[src/rtl/candidate_scheduler_if.sv]
// Handshake bundle between a candidate-list producer and the scheduler, plus the
// mapping-entry stream toward the consumer.
interface candidate_scheduler_if #(
   parameter int unsigned BS = 16
);
   localparam int unsigned IW = $clog2(BS);

   logic          list_valid;
   logic          list_ready;
   logic [0:BS-1] candidate_list;
   logic          map_valid;
   logic          map_ready;
   logic [IW-1:0] map_idx;
   logic [IW-1:0] map_slot;
   logic          map_last;
   logic          done;
   logic [IW:0]   total;

   modport master (
      output list_valid, candidate_list, map_ready,
      input  list_ready, map_valid, map_idx, map_slot, map_last, done, total
   );

   modport slave (
      input  list_valid, candidate_list, map_ready,
      output list_ready, map_valid, map_idx, map_slot, map_last, done, total
   );
endinterface

[src/rtl/candidate_scheduler.sv]
// Compacts a sparse candidate bitmap into a dense slot table: emits (index, slot) pairs
// in ascending index order, then pulses done and publishes the candidate count.
module candidate_scheduler #(
   parameter int unsigned BS = 16
) (
   input logic                    clk,
   input logic                    rst,
   candidate_scheduler_if.slave   bus
);
   localparam int unsigned IW = $clog2(BS);

   typedef enum logic [1:0] {StIdle, StScan, StDone} state_e;

   state_e        r_state, w_state_d;
   logic [0:BS-1] r_pending, w_pending_d, w_pending_clr;
   logic [IW:0]   r_slot, w_slot_d;
   logic [IW:0]   r_total, w_total_d;
   logic [IW-1:0] w_low_idx;
   logic          w_last;

   // Lowest set pending bit; scanning downward lets the lowest index win.
   always_comb begin
      w_low_idx = '0;
      for (int i = BS - 1; i >= 0; i--) begin
         if (r_pending[i]) w_low_idx = IW'(i);
      end
      w_pending_clr            = r_pending;
      w_pending_clr[w_low_idx] = 1'b0;
      w_last                   = (w_pending_clr == '0);
   end

   always_comb begin
      w_state_d          = r_state;
      w_pending_d        = r_pending;
      w_slot_d           = r_slot;
      w_total_d          = r_total;
      bus.list_ready     = 1'b0;
      bus.map_valid      = 1'b0;
      bus.map_idx        = '0;
      bus.map_slot       = '0;
      bus.map_last       = 1'b0;
      bus.done           = 1'b0;
      unique case (r_state)
         StIdle: begin
            bus.list_ready = 1'b1;
            if (bus.list_valid) begin
               w_pending_d = bus.candidate_list;
               w_slot_d    = '0;
               w_state_d   = (bus.candidate_list == '0) ? StDone : StScan;
            end
         end
         StScan: begin
            bus.map_valid = 1'b1;
            bus.map_idx   = w_low_idx;
            bus.map_slot  = r_slot[IW-1:0];
            bus.map_last  = w_last;
            if (bus.map_ready) begin
               w_pending_d = w_pending_clr;
               w_slot_d    = r_slot + (IW+1)'(1);
               if (w_last) w_state_d = StDone;
            end
         end
         StDone: begin
            bus.done  = 1'b1;
            w_total_d = r_slot;
            w_state_d = StIdle;
         end
         default: w_state_d = StIdle;
      endcase
   end

   assign bus.total = r_total;

   always_ff @(posedge clk or posedge rst) begin
      if (rst) begin
         r_state   <= StIdle;
         r_pending <= '0;
         r_slot    <= '0;
         r_total   <= '0;
      end else begin
         r_state   <= w_state_d;
         r_pending <= w_pending_d;
         r_slot    <= w_slot_d;
         r_total   <= w_total_d;
      end
   end
endmodule

[src/flat_wrapper.sv]
// flat-port wrapper written by rule: the top's interface ports become plain ports
module candidate_scheduler_flat 
#(
   parameter int unsigned BS = 16
)
  (clk, rst, bus_list_valid, bus_candidate_list, bus_map_ready, bus_list_ready, bus_map_valid, bus_map_idx, bus_map_slot, bus_map_last, bus_done, bus_total);
  candidate_scheduler_if #(.BS(BS)) bus_i ();
  input logic clk;
  input logic rst;
  input wire logic [$bits(bus_i.list_valid)-1:0] bus_list_valid;
  input wire logic [$bits(bus_i.candidate_list)-1:0] bus_candidate_list;
  input wire logic [$bits(bus_i.map_ready)-1:0] bus_map_ready;
  output wire logic [$bits(bus_i.list_ready)-1:0] bus_list_ready;
  output wire logic [$bits(bus_i.map_valid)-1:0] bus_map_valid;
  output wire logic [$bits(bus_i.map_idx)-1:0] bus_map_idx;
  output wire logic [$bits(bus_i.map_slot)-1:0] bus_map_slot;
  output wire logic [$bits(bus_i.map_last)-1:0] bus_map_last;
  output wire logic [$bits(bus_i.done)-1:0] bus_done;
  output wire logic [$bits(bus_i.total)-1:0] bus_total;
  assign bus_i.list_valid = bus_list_valid;
  assign bus_i.candidate_list = bus_candidate_list;
  assign bus_i.map_ready = bus_map_ready;
  assign bus_list_ready = bus_i.list_ready;
  assign bus_map_valid = bus_i.map_valid;
  assign bus_map_idx = bus_i.map_idx;
  assign bus_map_slot = bus_i.map_slot;
  assign bus_map_last = bus_i.map_last;
  assign bus_done = bus_i.done;
  assign bus_total = bus_i.total;
  candidate_scheduler #(.BS(BS)) u_core (.clk(clk), .rst(rst), .bus(bus_i));
endmodule
[config.mk]
export PLATFORM = sky130hd
export DESIGN_NAME = candidate_scheduler_flat
export DESIGN_NICKNAME = d
export VERILOG_FILES = /design/src/rtl/candidate_scheduler_if.sv /design/src/rtl/candidate_scheduler.sv /design/src/flat_wrapper.sv
export SDC_FILE = /design/constraint.sdc
export NUM_CORES = 1
export LEC_CHECK = 0
export CAP_MARGIN = 25
export CORE_UTILIZATION = 51
export DETAILED_ROUTE_END_ITERATION = 8
export GPL_ROUTABILITY_DRIVEN = 0
export PLACE_DENSITY = 0.87
export SLEW_MARGIN = 30
export SYNTH_ARGS = -nofsm -noshare
export SYNTH_HDL_FRONTEND = slang
export SYNTH_SLANG_ARGS = --single-unit
export TNS_END_PERCENT = 30
[constraint.sdc]
create_clock -name clk -period 3.9 [get_ports clk]
set_input_delay 0.585 -clock clk [delete_from_list [all_inputs] [get_ports clk]]
set_output_delay 0.585 -clock clk [all_outputs]
set_load 0.01 [all_outputs]
==> impl_metrics.tcl, run 1 <==
set metrics [dict create \
    outcome "complete, no violations" \
    avgSynthCellArea_um2 8.23 \
    p_leak_nw 0.908 \
    clock-sinks 28 \
    met2WireLength_mm 2.23 \
    grt_max_degree 29 \
    antenna_left 0 \
    netlist.area_leader.share_pct 39.1 \
    synth_common_cells "nor2_1 (36), dfrtp_1 (28), o21ai_0 (27), nand2_1 (20), a21oi_1 (9)" \
    n_antenna_cell 0 \
    path_max_fanout 6 \
    ys_async_sr_fraction_pct 100 \
    stdcell_count 303 \
    ios 37 \
    cts.htree.levels 1 \
    fin_total_pwr_w 0.00173 \
    dominantRegCellSynth "dfrtp_1" \
    slowest_stage "dfrtp_1" \
    initial_utilization_pct 53.3 \
    switching_power_w 0.000791 \
    ctsHoldBuffers 0 \
    die_x_um 61.3 \
    final_cell_area_um2 2310 \
    maxSlewViolCount 0 \
    power_density_nw_per_um2 747 \
    syn_inst 218 \
    required_ns 3.31 \
    wirelength_mm 4.82 \
    ys_seq_elements 28 \
    min_period_ns 3.76 \
    overflow 0 \
    path_class "flop to output pin" \
    hpwlAfterDp_mm 3.55 \
    seq_power_share_pct 36.2 \
    nets 279 \
    num_rows 21 \
    clock_latency_ns 0.34 \
    fin_tns_setup_ns 0 \
    syn_nets 239 \
    setup_violations 0 \
    routed.top_layer "met4" \
    crit_buf_inv 1 \
    synth-seq-area-share_pct 39.1 \
    fmax_mhz 266 \
    crit_chain "or2_2 -> a2bb2oi_1 -> o21ai_2 -> or2_2 -> maj3_1 -> or4_4 -> nor3b_2 -> clkdlybuf4s15_1" \
    vias_per_cell 6.12 \
    end_kind "output pin" \
    detail_route.wl_per_cell_um 15.9 \
    rsz0062_at_grt "false" \
    antenna_found_initial 0 \
    hold_viol_final 0 \
    syn2layout_area_growth_pct 28.7 \
    yosys.area.top_type "dfrtp_1" \
    grt_usage_pct 28.4 \
    tritoncts "built" \
    p_sw_share_pct 45.8 \
    fin_crit_sh_pct 96.5 \
    drt_pass1_iterations 5 \
    p_comb_share_pct 52.4 \
    drt-initial-drc-count 100 \
    final_core_util_pct 68.7 \
    fin_skew_ns 0.0136 \
    hp-class "flop to flop" \
    maxSlewHeadroom_pct 54.3 \
    worst_slew_pin_slew_ns 0.686 \
    grt_pass1_vias 1682 \
    root_buffer "clkbuf_4" \
    vias 1854 \
    cp_common_cell "or2_2" \
    dieHeight_um 61.3 \
    critPathTopFamily "simple AND/OR/NAND/NOR gates" \
    drive_above_1_share_pct 11.7 \
    drv_cap 0 \
    pwr-share-clk_pct 11.3 \
    m1WireLength_mm 2.06 \
    cts_buffers 3 \
    p_int_w 0.000935 \
    path_clk_slew_ns 0.16 \
    synth_cell_types 50 \
    synth-edff-count 0 \
    core_area_um2 3360 \
    worst_ep_arrival_time_ns 3.18 \
    routed-wl-met3_um 452 \
    io_buffers 36 \
    dp.cells 295 \
    synth_area_leaders "dfrtp_1 (39%), nor2_1 (7.5%), o21ai_0 (7.5%)" \
    ir_drop_uv 456 \
    cts_buffer_depth 2 \
    dieArea_um2 3760 \
    max_stage_delay_ns 0.49 \
    yosysMostFrequentCell "nor2_1" \
    synthesis.area_um2 1790 \
    remaining_drc_errors 0 \
    grt_pass1_wl_mm 7.72 \
    place_area_um2 2200 \
    yosys_warnings 0 \
    crit_path_start_kind "flop" \
]
[per-stage QoR]
stage / hold slack (ns) / setup WS, ns
2_1_floorplan: 0.498 / 0.854
3_3_place_gp: 0.487 / 0.284
3_5_place_dp: 0.491 / 0.235
4_1_cts: 0.525 / 0.157
5_1_grt: 0.559 / 0.0157
6_report: 0.521 / 0.136
[power by group through the flow]
stage	combinational (W)	clock, W	sequential (W)
2_1_floorplan	0.000588	0	0.000537
3_3_place_gp	0.000822	0	0.000612
3_5_place_dp	0.000832	0	0.000623
4_1_cts	0.000893	0.000196	0.000613
5_1_grt	0.00100	0.000209	0.000644
6_report	0.000905	0.000196	0.000625
[registers in the layout (all words and copies together), names as in the netlist]
register / count
u_core.r_pending: 16
u_core.bus.total: 5
u_core.r_slot: 5
u_core.r_state: 2
[cells by family after synthesis]
| kind of cell | after synthesis | synth area share (%) |
|---|---|---|
| AND/OR/NAND/NOR | 96 | 27.5 |
| adder cells (fa/ha/maj) | 2 | 1.26 |
| flip-flops | 28 | 39.1 |
| AO/OA/AOI/OAI | 69 | 24.4 |
| buffers and inverters | 15 | 3.21 |
| multiplexers | 5 | 3.14 |
| XOR/XNOR | 3 | 1.46 |
[repair_timing]
action | 4_1_cts | 5_1_grt
resized for setup | 7 | 2
setup buffers | 4 | 0
gates cloned | 0 | 0
endpoints found under the setup margin | 1 | 1
[area by class of cell]
cell class | count | area (um2)
Clock inverter | 1 | 30.0
Tap cell | 46 | 57.6
Sequential cell | 28 | 706
Timing Repair Buffer | 43 | 413
Fill cell | 305 | 1050
Inverter | 7 | 26.3
Multi-Input combinational cell | 175 | 1050
Clock buffer | 3 | 22.5
[cells in the final DEF, fill, tap and decap left out, types with 4 or more instances in the layout]
master,netlist,routed
nor2_1,36,36
clkdlybuf4s50_1,0,35
o21ai_0,27,27
dfrtp_1,28,24
nand2_1,20,20
a21oi_1,9,9
buf_4,0,7
and2_1,6,6
nor4_1,7,6
inv_1,6,5
a31oi_1,5,5
mux2_2,5,5
nor2b_1,4,4
o31ai_1,4,4
dfrtp_2,0,4
[final timing paths]
| check | from | end | slack, ns | depth (start not counted) |
|---|---|---|---|---|
| setup / recovery | u_core.r_pending[7] | bus_map_last | 0.14 | 8 |
| hold reg to reg | u_core.bus.total[0] | u_core.bus.total[0] | 0.52 | 1 |
| hold / removal | u_core.bus.total[0] | u_core.bus.total[0] | 0.52 | 1 |
| min in group asynchronous | rst | u_core.r_pending[10] | 0.59 | 2 |
| setup reg to reg | u_core.r_pending[7] | u_core.r_state[0] | 1.20 | 7 |
| max in group asynchronous | rst | u_core.r_pending[4] | 2.90 | 2 |
[worst reg2reg max path, delay by kind of cell (launching register included)]
kind	cells	cell delay (ns)
and+or+nand+nor	3	1.14
AOI/OAI and AO/OA	3	0.61
DFF	1	0.49
adders and majority gates	1	0.37
[per-layer routing]
layer	vias up	track usage (%)
met5	-	0
met1	860	41.2
met2	109	43.6
met3	12	3.15
met4	0	10.7
li1	873	-
(Power assumes the default switching activity.)
==> run 2, diff against run 1 <==
--- a/config.mk
+++ b/config.mk
@@ -10,5 +10,5 @@
 export DETAILED_ROUTE_END_ITERATION = 8
 export GPL_ROUTABILITY_DRIVEN = 0
-export PLACE_DENSITY = 0.87
+export PLACE_DENSITY = 0.8
 export SLEW_MARGIN = 30
 export SYNTH_ARGS = -nofsm -noshare
==> constraint.sdc (replaced) <==
create_clock -name clk -period 3.9 [get_ports clk]
set_input_delay 0.585 -clock clk [delete_from_list [all_inputs] [get_ports clk]]
set_output_delay 0.585 -clock clk [all_outputs]
set_load 0.1 [all_outputs]
==> impl_metrics.tcl, run 2 (same netlist as run 1, synthesis figures left out) <==
set metrics [dict create \
    antenna_found_initial 0 \
    drt-initial-drc-count 152 \
    io_buffers 36 \
    path_clk_slew_ns 0.15 \
    dieHeight_um 61.3 \
    setup_violations 0 \
    min_period_ns 3.82 \
    outcome "complete, no violations" \
    drv_cap 0 \
    mostFrequentLayoutCell "nor2_1" \
    holdWs_ns 0.523 \
    die_x_um 61.3 \
    power_density_nw_per_um2 927 \
    pre_cts_ws_ns 0.494 \
    overflow 0 \
    maxSlewViolCount 0 \
    grt_max_degree 29 \
    ios 37 \
    maxSlewHeadroom_pct 35.1 \
    hpwlAfterDp_mm 3.57 \
    r2r_setup_slack_ns 1.16 \
    root_buffer "clkbuf_4" \
    largest_reg_flops 16 \
    wirelength_mm 4.95 \
    tritoncts "built" \
    syn2layout_area_growth_pct 28.6 \
    grt_pass1_vias 1610 \
    fin_crit_sh_pct 98.0 \
    dieArea_um2 3760 \
    cts_buffer_depth 2 \
    fin_skew_ns 0.00913 \
    clock-sinks 28 \
    worst_slew_pin_slew_ns 0.971 \
    p_leak_nw 0.927 \
    grt_usage_pct 28.6 \
    final_core_util_pct 68.6 \
    hold_viol_final 0 \
    worst_ep_arrival_time_ns 3.24 \
    vias_per_cell 6.10 \
    hp-class "flop to flop" \
    path_class "flop to output pin" \
    final_cell_mix "nor2_1 (36), o21ai_0 (27), clkdlybuf4s50_1 (25), dfrtp_1 (23), nand2_1 (19)" \
    remaining_drc_errors 0 \
    ir_drop_uv 681 \
    ctsHoldBuffers 0 \
    clock_latency_ns 0.34 \
    drt_pass1_iterations 5 \
    end_kind "output pin" \
    vias 1837 \
    cts_buffers 3 \
    grt_pass1_wl_mm 7.71 \
    antenna_left 0 \
    largest-register "u_core.r_pending" \
    fillCellCount 297 \
    drive_above_1_share_pct 17.6 \
    n_antenna_cell 0 \
    nets 277 \
    num_rows 21 \
    required_ns 3.31 \
    cts.htree.levels 1 \
    setup_slack_ns 0.0793 \
    core_area_um2 3360 \
    fin_total_pwr_w 0.00214 \
    crit_path_start_kind "flop" \
    fmax_mhz 262 \
    path_max_fanout 6 \
    initial_utilization_pct 53.3 \
    detail_route.wl_per_cell_um 16.5 \
    fin_tns_setup_ns 0 \
]
[run 2: final timing paths]
path                                startpoint  cells past startpoint             endpoint
setup / recovery           u_core.r_pending[6]                      8         bus_map_last
hold / removal             u_core.bus.total[2]                      1  u_core.bus.total[2]
setup reg to reg           u_core.r_pending[6]                      7    u_core.r_state[0]
hold reg to reg            u_core.bus.total[2]                      1  u_core.bus.total[2]
max in group asynchronous                  rst                      2  u_core.r_pending[0]
min in group asynchronous                  rst                      2  u_core.bus.total[4]
[run 2: per-layer routing]
metal  global-route usage, %  part of all wire, %  vias to the layer above
met1                    42.0                   46                      868
met5                       0                    0                        -
met2                    42.7                   45                       90
li1                        -                    -                      871
met3                    6.51                  8.5                        8
met4                    7.14                  1.2                        0
[run 2: what timing repair did]
item                       in CTS  in global routing
resized for setup               0                 15
setup endpoints to repair       0                  1
buffers inserted                0                  4
[run 2: where the power goes]
group          switching (W)  leakage [nW]  internal (W)
combinational       0.000940         0.572      0.000410
clock              0.0000876        0.0210     0.0000573
sequential          0.000228         0.335      0.000414
total                0.00126         0.927      0.000882
[run 2: cell type report]
class                      instances  area (um2)  share of cell area (%)
sequential                        28         707                    30.6
inverter                           7        26.3                    1.14
timing repair buffer              41         383                    16.6
tap                               46        57.6                    2.49
clock buffer                       4        36.3                    1.57
multi-input combinational        175        1100                    47.6
[run 2: through the flow]
| step | cell area, um2 | std cells |
|---|---|---|
| detailed placement | 2180 | 293 |
| floorplan | 1800 | 218 |
| finish | 2310 | 301 |
| global placement | 2180 | 293 |
| global route | 2310 | 301 |
| CTS | 2220 | 297 |
[run 2: critical path: stages (launching register included)]
cell	delay, ns
dfrtp_2	0.49
or2_2	0.33
a2bb2oi_2	0.22
o21ai_2	0.14
or2_2	0.35
maj3_1	0.37
or4_4	0.53
nor3b_4	0.25
buf_12	0.20
==> run 3, diff against run 2 <==
CAP_MARGIN = unset   (was 25)
==> results of run 3 <==
No change in the layout: final DEF, timing and power equal those of run 2.
